===== src/rtl/exu_lsu_pkg.sv =====
// Shared types and helpers for the execution-stage load/store unit:
// access size encoding, the outstanding-transaction tracker entry, and
// the pure lane-steering / extension functions used by exu_lsu.
package exu_lsu_pkg;

   // Access size encoding on req_size_i (3 is illegal and rejected)
   localparam logic [1:0] SZ_B = 2'd0;
   localparam logic [1:0] SZ_H = 2'd1;
   localparam logic [1:0] SZ_W = 2'd2;
   localparam logic [1:0] SZ_X = 2'd3;

   // One granted transaction awaiting its rvalid: everything the response
   // path needs to steer, extend and tag the returned data.
   typedef struct packed {
      logic       we;
      logic [1:0] size;
      logic       sgn;
      logic [1:0] off;
      logic [4:0] rd;
   } lsu_trk_t;

   localparam int TRK_W = $bits(lsu_trk_t);

   // Byte enables for an aligned access of the given size at byte offset off
   function automatic logic [3:0] be_gen(input logic [1:0] size,
                                         input logic [1:0] off);
      logic [3:0] be;
      case (size)
         SZ_B:    be = 4'b0001 << off;
         SZ_H:    be = 4'b0011 << off;
         default: be = 4'b1111;
      endcase
      return be;
   endfunction

   // True when the access cannot be served by a single aligned bus word
   function automatic logic misaligned_chk(input logic [1:0] size,
                                           input logic [1:0] off);
      logic bad;
      case (size)
         SZ_B:    bad = 1'b0;
         SZ_H:    bad = off[0];
         SZ_W:    bad = (off != 2'd0);
         default: bad = 1'b1;
      endcase
      return bad;
   endfunction

   // Replicate the low store bits over every lane so be alone picks the target
   function automatic logic [31:0] wdata_gen(input logic [1:0]  size,
                                             input logic [31:0] wdata);
      logic [31:0] w;
      case (size)
         SZ_B:    w = {4{wdata[7:0]}};
         SZ_H:    w = {2{wdata[15:0]}};
         default: w = wdata;
      endcase
      return w;
   endfunction

   // Move the addressed lane down to bit 0, then sign- or zero-extend
   function automatic logic [31:0] load_extract(input logic [31:0] rdata,
                                                input logic [1:0]  size,
                                                input logic        sgn,
                                                input logic [1:0]  off);
      logic [31:0] sh;
      logic [31:0] res;
      sh = rdata >> {off, 3'b000};
      case (size)
         SZ_B:    res = {{24{sgn & sh[7]}}, sh[7:0]};
         SZ_H:    res = {{16{sgn & sh[15]}}, sh[15:0]};
         default: res = rdata;
      endcase
      return res;
   endfunction

endpackage


===== src/rtl/lsu_trk_fifo.sv =====
// Generic DEPTH-entry FIFO used to remember granted bus transactions in
// order until their responses come back. DEPTH need not be a power of two;
// pointers wrap explicitly. Push at full and pop at empty are ignored.
module lsu_trk_fifo #(
   parameter int DEPTH = 2,
   parameter int W     = 8,
   localparam int CW   = $clog2(DEPTH + 1),
   localparam int PW   = (DEPTH > 1) ? $clog2(DEPTH) : 1
) (
   input  logic          clk,
   input  logic          rst_n,
   input  logic          push,
   input  logic [W-1:0]  din,
   input  logic          pop,
   output logic [W-1:0]  dout,
   output logic          full,
   output logic          empty,
   output logic [CW-1:0] count
);

   logic [W-1:0]  mem [DEPTH];
   logic [PW-1:0] wr_ptr;
   logic [PW-1:0] rd_ptr;
   logic          do_push;
   logic          do_pop;

   assign full    = (count == CW'(DEPTH));
   assign empty   = (count == '0);
   assign do_push = push & ~full;
   assign do_pop  = pop & ~empty;
   assign dout    = mem[rd_ptr];

   function automatic logic [PW-1:0] ptr_inc(input logic [PW-1:0] p);
      return (p == PW'(DEPTH - 1)) ? '0 : p + 1'b1;
   endfunction

   // Entry storage; contents are don't-care until written, so no reset
   always_ff @(posedge clk) begin
      if (do_push) mem[wr_ptr] <= din;
   end

   // Pointer and occupancy bookkeeping
   always_ff @(posedge clk or negedge rst_n) begin
      if (!rst_n) begin
         wr_ptr <= '0;
         rd_ptr <= '0;
         count  <= '0;
      end else begin
         if (do_push) wr_ptr <= ptr_inc(wr_ptr);
         if (do_pop)  rd_ptr <= ptr_inc(rd_ptr);
         case ({do_push, do_pop})
            2'b10:   count <= count + 1'b1;
            2'b01:   count <= count - 1'b1;
            default: count <= count;
         endcase
      end
   end

endmodule


===== src/rtl/exu_lsu.sv =====
// Pipelined load/store unit. A registered issue slot drives the req/gnt
// bus; granted transactions are remembered in lsu_trk_fifo until their
// rvalid arrives, at which point load data is steered, extended and
// written back tagged with rd (or a store completion is pulsed).
//
// Handshake: a request transfers on req_valid_i & req_ready_o & ~kill_i.
// The bus transfers on mem_req_o & mem_gnt_i; once granted, a transaction
// is never withdrawn. Responses (mem_rvalid_i) return in grant order.
module exu_lsu
   import exu_lsu_pkg::*;
#(
   parameter int DEPTH  = 2,
   parameter int WB_REG = 1
) (
   input  logic        clk,
   input  logic        rst_n,
   input  logic        req_valid_i,
   output logic        req_ready_o,
   input  logic [31:0] req_addr_i,
   input  logic [31:0] req_wdata_i,
   input  logic        req_we_i,
   input  logic [1:0]  req_size_i,
   input  logic        req_signed_i,
   input  logic [4:0]  req_rd_i,
   input  logic        kill_i,
   output logic        misaligned_o,
   output logic        mem_req_o,
   input  logic        mem_gnt_i,
   output logic [31:0] mem_addr_o,
   output logic        mem_we_o,
   output logic [3:0]  mem_be_o,
   output logic [31:0] mem_wdata_o,
   input  logic        mem_rvalid_i,
   input  logic [31:0] mem_rdata_i,
   output logic        wb_valid_o,
   output logic [4:0]  wb_rd_o,
   output logic [31:0] wb_data_o,
   output logic        store_done_o,
   output logic        busy_o,
   output logic        proto_err_o
);

   localparam int CW = $clog2(DEPTH + 1);

   // Issue slot
   logic        issue_valid;
   logic [31:0] issue_addr;
   logic [3:0]  issue_be;
   logic [31:0] issue_wdata;
   lsu_trk_t    issue_ent;

   // Tracker view
   logic [TRK_W-1:0] trk_head_raw;
   lsu_trk_t         trk_head;
   logic             trk_full;
   logic             trk_empty;
   logic [CW-1:0]    trk_count;

   logic        accept;
   logic        req_mis;
   logic        fire;
   logic        rsp_pop;
   logic [31:0] rsp_data;

   // Full gates the request even when a pop lands in the same cycle, so the
   // tracker never sees a push at full.
   assign mem_req_o    = issue_valid & ~trk_full;
   assign fire         = mem_req_o & mem_gnt_i;
   assign req_ready_o  = ~issue_valid | fire;
   assign accept       = req_valid_i & req_ready_o & ~kill_i;
   assign req_mis      = misaligned_chk(req_size_i, req_addr_i[1:0]);
   assign misaligned_o = accept & req_mis;

   assign mem_addr_o   = issue_addr;
   assign mem_we_o     = issue_ent.we;
   assign mem_be_o     = issue_be;
   assign mem_wdata_o  = issue_wdata;

   assign busy_o       = issue_valid | (trk_count != '0);

   // Issue slot: load on a good accept, free on grant or on kill when ungranted
   always_ff @(posedge clk or negedge rst_n) begin
      if (!rst_n) begin
         issue_valid <= 1'b0;
         issue_addr  <= '0;
         issue_be    <= '0;
         issue_wdata <= '0;
         issue_ent   <= '0;
      end else if (accept && !req_mis) begin
         issue_valid    <= 1'b1;
         issue_addr     <= {req_addr_i[31:2], 2'b00};
         issue_be       <= be_gen(req_size_i, req_addr_i[1:0]);
         issue_wdata    <= wdata_gen(req_size_i, req_wdata_i);
         issue_ent.we   <= req_we_i;
         issue_ent.size <= req_size_i;
         issue_ent.sgn  <= req_signed_i;
         issue_ent.off  <= req_addr_i[1:0];
         issue_ent.rd   <= req_rd_i;
      end else if (fire || kill_i) begin
         issue_valid <= 1'b0;
      end
   end

   lsu_trk_fifo #(
      .DEPTH (DEPTH),
      .W     (TRK_W)
   ) u_trk (
      .clk   (clk),
      .rst_n (rst_n),
      .push  (fire),
      .din   (issue_ent),
      .pop   (rsp_pop),
      .dout  (trk_head_raw),
      .full  (trk_full),
      .empty (trk_empty),
      .count (trk_count)
   );

   assign trk_head = lsu_trk_t'(trk_head_raw);
   assign rsp_pop  = mem_rvalid_i & ~trk_empty;
   assign rsp_data = load_extract(mem_rdata_i, trk_head.size, trk_head.sgn,
                                  trk_head.off);

   // Sticky protocol error: a response arrived with nothing outstanding
   always_ff @(posedge clk or negedge rst_n) begin
      if (!rst_n)                         proto_err_o <= 1'b0;
      else if (mem_rvalid_i && trk_empty) proto_err_o <= 1'b1;
   end

   generate
      if (WB_REG != 0) begin : g_wb_reg
         logic        wb_valid_q;
         logic        store_done_q;
         logic [4:0]  wb_rd_q;
         logic [31:0] wb_data_q;

         // Registered writeback: one cycle after the response
         always_ff @(posedge clk or negedge rst_n) begin
            if (!rst_n) begin
               wb_valid_q   <= 1'b0;
               store_done_q <= 1'b0;
               wb_rd_q      <= '0;
               wb_data_q    <= '0;
            end else begin
               wb_valid_q   <= rsp_pop & ~trk_head.we;
               store_done_q <= rsp_pop & trk_head.we;
               if (rsp_pop && !trk_head.we) begin
                  wb_rd_q   <= trk_head.rd;
                  wb_data_q <= rsp_data;
               end
            end
         end

         assign wb_valid_o   = wb_valid_q;
         assign store_done_o = store_done_q;
         assign wb_rd_o      = wb_rd_q;
         assign wb_data_o    = wb_data_q;
      end else begin : g_wb_comb
         // Combinational writeback in the response cycle; quiet otherwise
         assign wb_valid_o   = rsp_pop & ~trk_head.we;
         assign store_done_o = rsp_pop & trk_head.we;
         assign wb_rd_o      = wb_valid_o ? trk_head.rd : 5'd0;
         assign wb_data_o    = wb_valid_o ? rsp_data : 32'd0;
      end
   endgenerate

endmodule


===== config.mk =====
export PLATFORM = sky130hd
export DESIGN_NAME = exu_lsu
export DESIGN_NICKNAME = d
export VERILOG_FILES = /design/src/rtl/exu_lsu_pkg.sv /design/src/rtl/lsu_trk_fifo.sv /design/src/rtl/exu_lsu.sv
export SDC_FILE = /design/constraint.sdc
export NUM_CORES = 1
export LEC_CHECK = 0
export ABC_CLOCK_PERIOD_IN_PS = 4850
export CAP_MARGIN = 20
export CORE_UTILIZATION = 49
export CTS_CLUSTER_DIAMETER = 80
export CTS_CLUSTER_SIZE = 30
export DETAILED_ROUTE_END_ITERATION = 8
export GPL_TIMING_DRIVEN = 0
export PLACE_DENSITY_LB_ADDON = 0.12
export SYNTH_ARGS = -nofsm -noshare
export SYNTH_HDL_FRONTEND = slang
export SYNTH_HIERARCHICAL = 1
export SYNTH_SLANG_ARGS = --single-unit

===== constraint.sdc =====
create_clock -name clk -period 4.85 [get_ports clk]
set_clock_uncertainty 0.2 [all_clocks]
set_input_delay 0.97 -clock clk [delete_from_list [all_inputs] [get_ports clk]]
set_output_delay 0.97 -clock clk [all_outputs]
set_load 0.05 [all_outputs]

## Yosys cells after proc, flatten, opt, wreduce, memory -nomap -nowiden

Memory sizes are Yosys's and may differ from the RTL's.
Cells that the tools add are included.
W data, S select, Z words.

| word-level totals | value |
|---|---|
| flip-flop bits (word level) | 122 |
| memory bits (writable) | 22 |
| word-level logic and storage cells | 74 |
| memories kept | 1 |
| output and inout bits | 113 |

Memory list:

| name | depth | bits a word | rd ports | clocked after Yosys merged registers in | wr ports | line | RTL |
|---|---|---|---|---|---|---|---|
| u_trk.mem | 2 | 11 | 1 | 0 | 1 | lsu_trk_fifo.sv:21 | `logic [W-1:0] mem [DEPTH];` |

| operators by class | value |
|---|---|
| bitwise gates (word level) | 19 |
| eq/ne operators | 6 |
| add/subtract/negate cells | 4 |
| shift-type cells | 3 |
| multiplexer cells | 11 |
| reduce and logical (&&, ||, !) cells | 13 |

Operator list:

| operator | number |
|---|---|
| $pmux W32 S2 | 2 |
| $shr A32 B5 Y16 | 1 |
| $and A1 B1 Y1 | 12 |
| $pmux W4 S2 | 1 |
| $reduce_bool A2 Y1 | 4 |
| $eq A2 B1 Y1 const B | 3 |
| $eq A2 B2 Y1 const B | 3 |
| $logic_not A2 Y1 | 3 |
| $mux W1 | 6 |
| $not A1 Y1 | 5 |
| $pmux W2 S2 | 1 |
| $shl A1 B2 Y4 const A | 1 |
| $shl A2 B2 Y4 const A | 1 |
| $logic_and A1 B1 Y1 | 3 |
| $pmux W1 S3 | 1 |
| $add A1 B1 Y1 const B | 2 |
| $add A2 B1 Y2 const B | 1 |
| $logic_not A1 Y1 | 2 |
| $or A1 B1 Y1 | 2 |
| $sub A2 B1 Y2 const B | 1 |
| $logic_or A1 B1 Y1 | 1 |

## Logic depth before layout (Yosys ltp)

Gate-level depths: netlist of the first run.

| depth | value |
|---|---|
| depth after elaboration | 9 |
| mapped depth | 9 |
| gate-level depth less buffers | 9 |

## Hierarchy

Netlist of the first run, hierarchy kept.

Modules (own cells, without submodules):

| module | cells each | area each (um^2) | times used |
|---|---|---|---|
| exu_lsu | 600 | 5,385.2 | 1 |
| lsu_trk_fifo | 52 | 988.4 | 1 |

## Worst setup path after synthesis of the first run

OpenSTA, ideal clock, no wires.

| timing | value |
|---|---|
| path kind | input to output |
| from | in kill_i |
| to | out misaligned_o |
| path buffers | 0 |
| cell stages on the path | 3 |
| slack | 1.667 ns |
| data arrival time | 2.013 ns |
| data required time | 3.680 ns |
| cells stage by stage | nand2b_1 -> a21o_1 -> nor2_1 |

| on the way | value |
|---|---|
| longest elaborated chain between the ends | 3 |

Ends and longest elaborated chain:

| element | line | RTL |
|---|---|---|
| from (decl) | exu_lsu.sv:25 | `input logic kill_i,` |
| $not A1 Y1 | exu_lsu.sv:70 | `assign accept = req_valid_i & req_ready_o & ~kill_i;` |
| $and A1 B1 Y1 | exu_lsu.sv:70 |  |
| $and A1 B1 Y1 | exu_lsu.sv:72 | `assign misaligned_o = accept & req_mis;` |
| to (decl) | exu_lsu.sv:26 | `output logic misaligned_o,` |

Every way passes these cells.

## Worst setup path in the final report of the first run

| timing | value |
|---|---|
| from | in mem_gnt_i |
| to | out misaligned_o |

| on the way | value |
|---|---|
| longest elaborated chain between the ends | 5 |

Ends and longest elaborated chain:

| element | line | RTL |
|---|---|---|
| from (decl) | exu_lsu.sv:28 | `input logic mem_gnt_i,` |
| $and A1 B1 Y1 | exu_lsu.sv:68 | `assign fire = mem_req_o & mem_gnt_i;` |
| $or A1 B1 Y1 | exu_lsu.sv:69 | `assign req_ready_o = ~issue_valid \| fire;` |
| $and A1 B1 Y1 (2 in a row) | exu_lsu.sv:70 |  |
| $and A1 B1 Y1 | exu_lsu.sv:72 |  |

Every way passes these cells.

==> results of run 1 <==
## worst paths after layout
kind | from | to | slack, ns | cells past startpoint
worst min register to register | proto_err_o | proto_err_o | 0.25 | 1
worst min-delay path | proto_err_o | proto_err_o | 0.25 | 1
worst max register to register | u_trk/rd_ptr | wb_data_o[23] | 2.13 | 7
max in group asynchronous | rst_n | mem_addr_o[10] | 3.43 | 2
min in group asynchronous | rst_n | wb_data_o[25] | 0.27 | 1
worst max-delay path | mem_gnt_i | misaligned_o | 0.87 | 5
## per-stage QoR
stage / area [um^2] / setup WS (ns) / TNS, ns / cells
2_1_floorplan: 6377 / 1.667 / 0 / 653
3_3_place_gp: 8785 / -2.022 / -245.19 / 1044
3_5_place_dp: 8813 / 0.8751 / 0 / 1045
4_1_cts: 9363 / 0.8746 / 0 / 1077
5_1_grt: 9363 / 0.7669 / 0 / 1077
6_report: 9363 / 0.8732 / 0 / 1077
## synth_stat cells, types with 6 or more instances
library cell / instances / area, um^2
dfrtp_1: 122 / 3053
buf_2: 17 / 85.08
o22ai_1: 7 / 43.79
a2bb2oi_1: 6 / 52.55
nand3_1: 32 / 160.2
clkbuf_1: 21 / 78.83
mux2_2: 11 / 123.9
edfxtp_1: 22 / 660.6
nor2_1: 25 / 93.84
nand2b_1: 6 / 37.54
mux2i_1: 36 / 360.4
o21ai_0: 49 / 245.2
a21o_1: 10 / 75.07
a21oi_1: 18 / 90.09
o21ai_1: 6 / 30.03
nand3b_1: 9 / 67.56
nand2_1: 216 / 810.8
## state kept, by name, summed over array words and instances (netlist names)
name and flops:
wb_valid_o 1, u_trk/rd_ptr 1, mem_wdata_o 32, store_done_o 1
wb_rd_o 5, mem_we_o 1, u_trk/count 2, issue_ent 10
wb_data_o 32, proto_err_o 1, mem_addr_o 30, mem_be_o 4
u_trk/wr_ptr 1, u_trk/mem 22, issue_valid 1
## report_power, final
group	internal [uW]	switching, uW	leakage (uW)	total (uW)
Combinational	867	1660	0.00226	2520
Clock	701	497	0.000261	1200
Sequential	1570	195	0.00171	1760
## cell families (layout without fill, tap and decap cells)
| family | count (synthesis) | after routing | share of synthesized area [%] |
|---|---|---|---|
| adder cells (fa/ha/maj) | 1 | 1 | 0.1963 |
| AND/OR/NAND/NOR | 303 | 303 | 20.04 |
| XOR/XNOR | 6 | 6 | 0.8247 |
| buffers and inverters | 46 | 298 | 3.455 |
| other | 1 | 2 | 0.05884 |
| multiplexers | 47 | 47 | 7.597 |
| flip-flops | 144 | 144 | 58.26 |
| AO/OA/AOI/OAI | 104 | 104 | 9.560 |
## layer usage
layer,vias up,part of all wire (%),track usage [%]
met2,223,50,47.86
met5,-,0,0
met4,0,2.1,11.45
met3,31,8.3,9.153
met1,2743,39,31.92
li1,2677,-,-
## final cells by class
| class | count | area, um^2 |
|---|---|---|
| buffer | 44 | 212.7 |
| clock buffer | 18 | 429.2 |
| clock inverter | 14 | 120.1 |
| fill | 941 | 3308 |
| inverter | 2 | 7.507 |
| multi-input combinational | 463 | 2444 |
| sequential | 144 | 3714 |
| tap | 172 | 215.2 |
| timing repair buffer | 220 | 2221 |
## critical path: stages
cell and delay (ns):
clkdlybuf4s50_1 0.47, nand2b_1 0.15, a21o_1 0.27, nor2_1 0.13
clkdlybuf4s50_1 0.82
==> metrics.txt, run 1 <==
clk buf depth 2; die height ~120 um; VDD IR max about 0.00034 V; commonest non-fill, non-tap cell in the layout clkdlybuf4s50_1; n_diodes 0; hpwl dp 13330 um; Pwr Total 5481 uW; pwr/cell area just under 600 mW/mm^2; first-pass GRT wire length ~28000 um; IO Count 224; GRT Overall Usage 27.82%; vias in the first global route 5737; hold-fix buffer count after cts 0; #FFs+latches synth 144; final critical-path share of the clock period 82.00%; CORE AREA between 0.01 and 0.015 mm^2; area growth from synthesis to layout 46.90%; Finished Core Util between 70% and 80%; clock slew at reported path FFs about 0.06 ns; most frequent cells in the layout 218 x clkdlybuf4s50_1, 216 x nand2_1, 122 x dfrtp_1, 49 x o21ai_0, 36 x mux2i_1; Critical Path Sink Type primary output; die area roughly 0.013 mm^2; Min-Delay Path Class register to register; Worst EP arrival between 2 and 3 ns; max cap viols 0; DRC 0; row cnt 41; Root Driver clkbuf_16; Setup Viol. Count Final 0; clock sinks around 140; synth warn 6; Iter 0 DRT Violations around 250; hold_ws about 0.25 ns; CTS buffer count 17; sequential area share after synthesis between 50% and 60%; Req. time, crit path between 3 and 4 ns; initial antenna violation count 0; Gate Count Post-Synth 652; Total Nets Final between 1000 and 1500; overflow left after global routing 0; DR pass1 iterations 5; Leak ~0.0042 uW; vias post-DR between 5000 and 6000; largest net degree at the start of global routing 77; via/cell ratio roughly 5.3; Avg WL per Cell around 16 um; Avg Synthesized Cell Area approximately 9.8 um^2; Rel. slew slack roughly 36%; Hold Vio Cnt, Final 0; Crit Path Max Fanout 6; WL final between 15000 and 20000 um; post-CTS sizing 0; RSZ-0062 raised after global routing no; Initial Util between 50% and 60%; Crit Path Class input port to primary output; mapped cell area roughly 0.0064 mm^2; latest clock arrival within the worst-skew pair about 0.42 ns; Worst-Margin Slew roughly 0.95 ns; f_max about 250 MHz; H-tree depth 4; status finished, final reports clean; Slew Viols, Final 0; Yosys cell types 40; Chip Width 116.1 um; element type at the critical path start input port; ys async rst share 84.72%; Setup Buffers After CTS 0; Final min period between 3 and 4 ns; Placer Congestion 0.8902; ys flop type dfrtp_1; I/O Buffers roughly 220; CTS tree yes; proportion of layout cells with a drive suffix above 1 approximately 7.7%; antenna-violating nets left 0; Post-synth EDFFs 22
No activity file was read; power rests on OpenSTA's default activity.
==> inputs of run 2 (changes only) <==
--- a/config.mk
+++ b/config.mk
@@ -5,9 +5,9 @@
 export SDC_FILE = /design/constraint.sdc
 export NUM_CORES = 1
 export LEC_CHECK = 0
-export ABC_CLOCK_PERIOD_IN_PS = 4850
+export ABC_CLOCK_PERIOD_IN_PS = 3250
 export CAP_MARGIN = 20
-export CORE_UTILIZATION = 49
+export CORE_UTILIZATION = 41
 export CTS_CLUSTER_DIAMETER = 80
 export CTS_CLUSTER_SIZE = 30
 export DETAILED_ROUTE_END_ITERATION = 8
==> constraint.sdc (replaced) <==
create_clock -name clk -period 3.25 [get_ports clk]
set_clock_uncertainty 0.2 [all_clocks]
set_input_delay 0.65 -clock clk [delete_from_list [all_inputs] [get_ports clk]]
set_output_delay 0.65 -clock clk [all_outputs]
set_load 0.05 [all_outputs]
==> metrics.txt, run 2 (synthesis gave the netlist of run 1 again) <==
switching part of the total 42.34% (-0.49 points); Fillers 1319 (+40%); Reg power frac 31.2% (-0.9 points); area growth from synthesis to layout 48.31%; pwr/cell area 890.1 mW/mm^2 (+52%); clk buf depth 2 (unchanged); CTS tree yes; most frequent cells in the layout 217 x clkdlybuf4s50_1, 216 x nand2_1, 122 x dfrtp_1, 49 x o21ai_0, 36 x mux2i_1; antenna-violating nets left 0 (unchanged); DRC 0 (unchanged); combinational share of power 44.6% (-1.4 points); first-pass GRT wire length 29100 um (+3.4%); CP Cell Sequence nand2b_1 -> inv_1 -> nand2b_1 -> nand2_1 -> clkdlybuf4s50_1; row cnt 45 (+9.8%); vias post-DR 5559 (-2.0%); n_diodes 0 (unchanged); Setup Viol. Count Final 0 (unchanged); Multi-input gate area 0.002444 mm^2 (unchanged); GRT Overall Usage 23.56% (-4.3 points); Chip Width 126.7 um (+9.2%); I/O Buffers 219 (unchanged); Rel. slew slack 35.28% (-1.2 points); element type at the critical path start register; Crit Path Class register to primary output; hold_ws 0.2689 ns (+0.01814 ns); Switch Pwr 3563 uW (+52%); Iter 0 DRT Violations 356 (+44%); final critical-path share of the clock period between 90% and 100%; Req. time, crit path 2.40 ns (-1.28 ns); CORE AREA 0.01520 mm^2 (+20%); Internal Power 4852 uW (+55%); largest net degree at the start of global routing 87 (+13%); die height 126.7 um (+9.2%); Worst path slowest cell clkdlybuf4s50_1; Post-Place Setup Slack -0.07857 ns (-0.9537 ns); die area 0.01605 mm^2 (+19%); clock slew at reported path FFs 0.06 ns (about the same); most used cell, CP nand2b_1; Initial Util 41.93% (-8.4 points); commonest non-fill, non-tap cell in the layout clkdlybuf4s50_1; CTS buffer count 17 (unchanged); VDD IR max 0.0003916 V (+17%); initial antenna violation count 0 (unchanged); latest clock arrival within the worst-skew pair 0.42 ns (about the same); IO Count 224 (unchanged); DR pass1 iterations 5 (unchanged); via/cell ratio 5.081 (-3.5%); Min-Delay Path Class register to register; Slew Viols, Final 0 (unchanged); overflow left after global routing 0 (unchanged); Setup Buffers After CTS 0 (unchanged); Leak 0.004263 uW (+0.90%); hpwl dp 13450 um (+0.93%); Avg WL per Cell 16.60 um (+0.78%); clock sinks 144 (unchanged); H-tree depth 4 (unchanged); proportion of layout cells with a drive suffix above 1 7.616% (-0.12 points); Worst EP arrival 2.24 ns (-0.57 ns); slowest stage delay, CP 0.83 ns (about the same); Root Driver clkbuf_16; RSZ-0062 raised after global routing no; WL final 18160 um (+2.4%); clock share of power 24.1% (+2.2 points); Hold Vio Cnt, Final 0 (unchanged); Final min period between 3 and 4 ns; Crit Path Max Fanout 5 (-1); max cap viols 0 (unchanged); vias in the first global route 5751 (+0.24%); Critical Path Sink Type primary output; status finished, final reports clean; Worst-Margin Slew 0.9672 ns (+0.01727 ns); f_max roughly 320 MHz; Placer Congestion 0.8621 (-3.2%); smallest setup slack after layout 0.1565 ns (-0.7167 ns); register area 0.003714 mm^2 (unchanged); Finished Core Util 62.18% (-12 points); Total Nets Final 1005 (+0.10%)
run 2: power by group through the flow:
stage	combinational, uW	clock (uW)	sequential (uW)
floorplan	993	0	4060
global placement	3710	0	2630
detailed placement	3760	0	2660
CTS	3780	2070	2630
global route	3970	2140	2690
finish	3760	2030	2630
run 2: per-layer routing:
layer	share of wire, %	up-vias	track usage [%]
met2	49	204	40.14
li1	-	2676	-
met3	7.5	32	7.254
met4	2.1	0	10.22
met1	41	2647	27.55
met5	0	-	0
run 2: what timing repair did:
item | CTS | global route
hold endpoints to repair | 36 | 0
gates resized for setup | 1 | 0
endpoints found under the setup margin | 1 | 0
hold buffers | 1 | 0
run 2: critical path, delay by kind of cell, from the launching register on:
kind,cells,cell delay [ns]
flip-flops,1,0.42
buffers and inverters,2,0.89
AND/OR/NAND/NOR,3,0.52
run 2: per-stage QoR:
stage | cells | cell area (um^2) | total power [uW] | TNS [ns]
floorplan | 653 | 6377 | 5054 | 0
global placement | 1060 | 8805 | 6341 | -412.88
detailed placement | 1061 | 8833 | 6422 | -0.07857
CTS | 1094 | 9453 | 8480 | 0
global route | 1094 | 9453 | 8809 | 0
finish | 1094 | 9453 | 8414 | 0
run 2: final timing paths:
kind / slack [ns] / from / depth (start not counted) / endpoint
min in group asynchronous: 0.49 / rst_n / 2 / wb_data_o[8]
worst min-delay path: 0.27 / issue_ent[1] / 0 / u_trk/mem[0][1]
worst min register to register: 0.27 / issue_ent[1] / 0 / u_trk/mem[0][1]
worst max register to register: 0.47 / u_trk/rd_ptr / 7 / wb_data_o[21]
max in group asynchronous: 1.60 / rst_n / 3 / mem_wdata_o[4]
worst max-delay path: 0.16 / u_trk/count[0] / 5 / req_ready_o
run 2: final cells by class:
class,count,area share (%)
Sequential cell,144,39.29
Multi-Input combinational cell,463,25.85
Buffer,44,2.250
Inverter,2,0.07942
Clock buffer,18,4.540
Tap cell,188,2.488
Timing Repair Buffer,221,23.59
Clock inverter,14,1.919
==> inputs of run 3 (changes only) <==
--- a/config.mk
+++ b/config.mk
@@ -13,6 +13,7 @@
 export DETAILED_ROUTE_END_ITERATION = 8
 export GPL_TIMING_DRIVEN = 0
 export PLACE_DENSITY_LB_ADDON = 0.12
+export SLEW_MARGIN = 0
 export SYNTH_ARGS = -nofsm -noshare
 export SYNTH_HDL_FRONTEND = slang
 export SYNTH_HIERARCHICAL = 1
==> results of run 3 <==
Same layout as run 2: the final DEF is identical, and so are final timing and power.
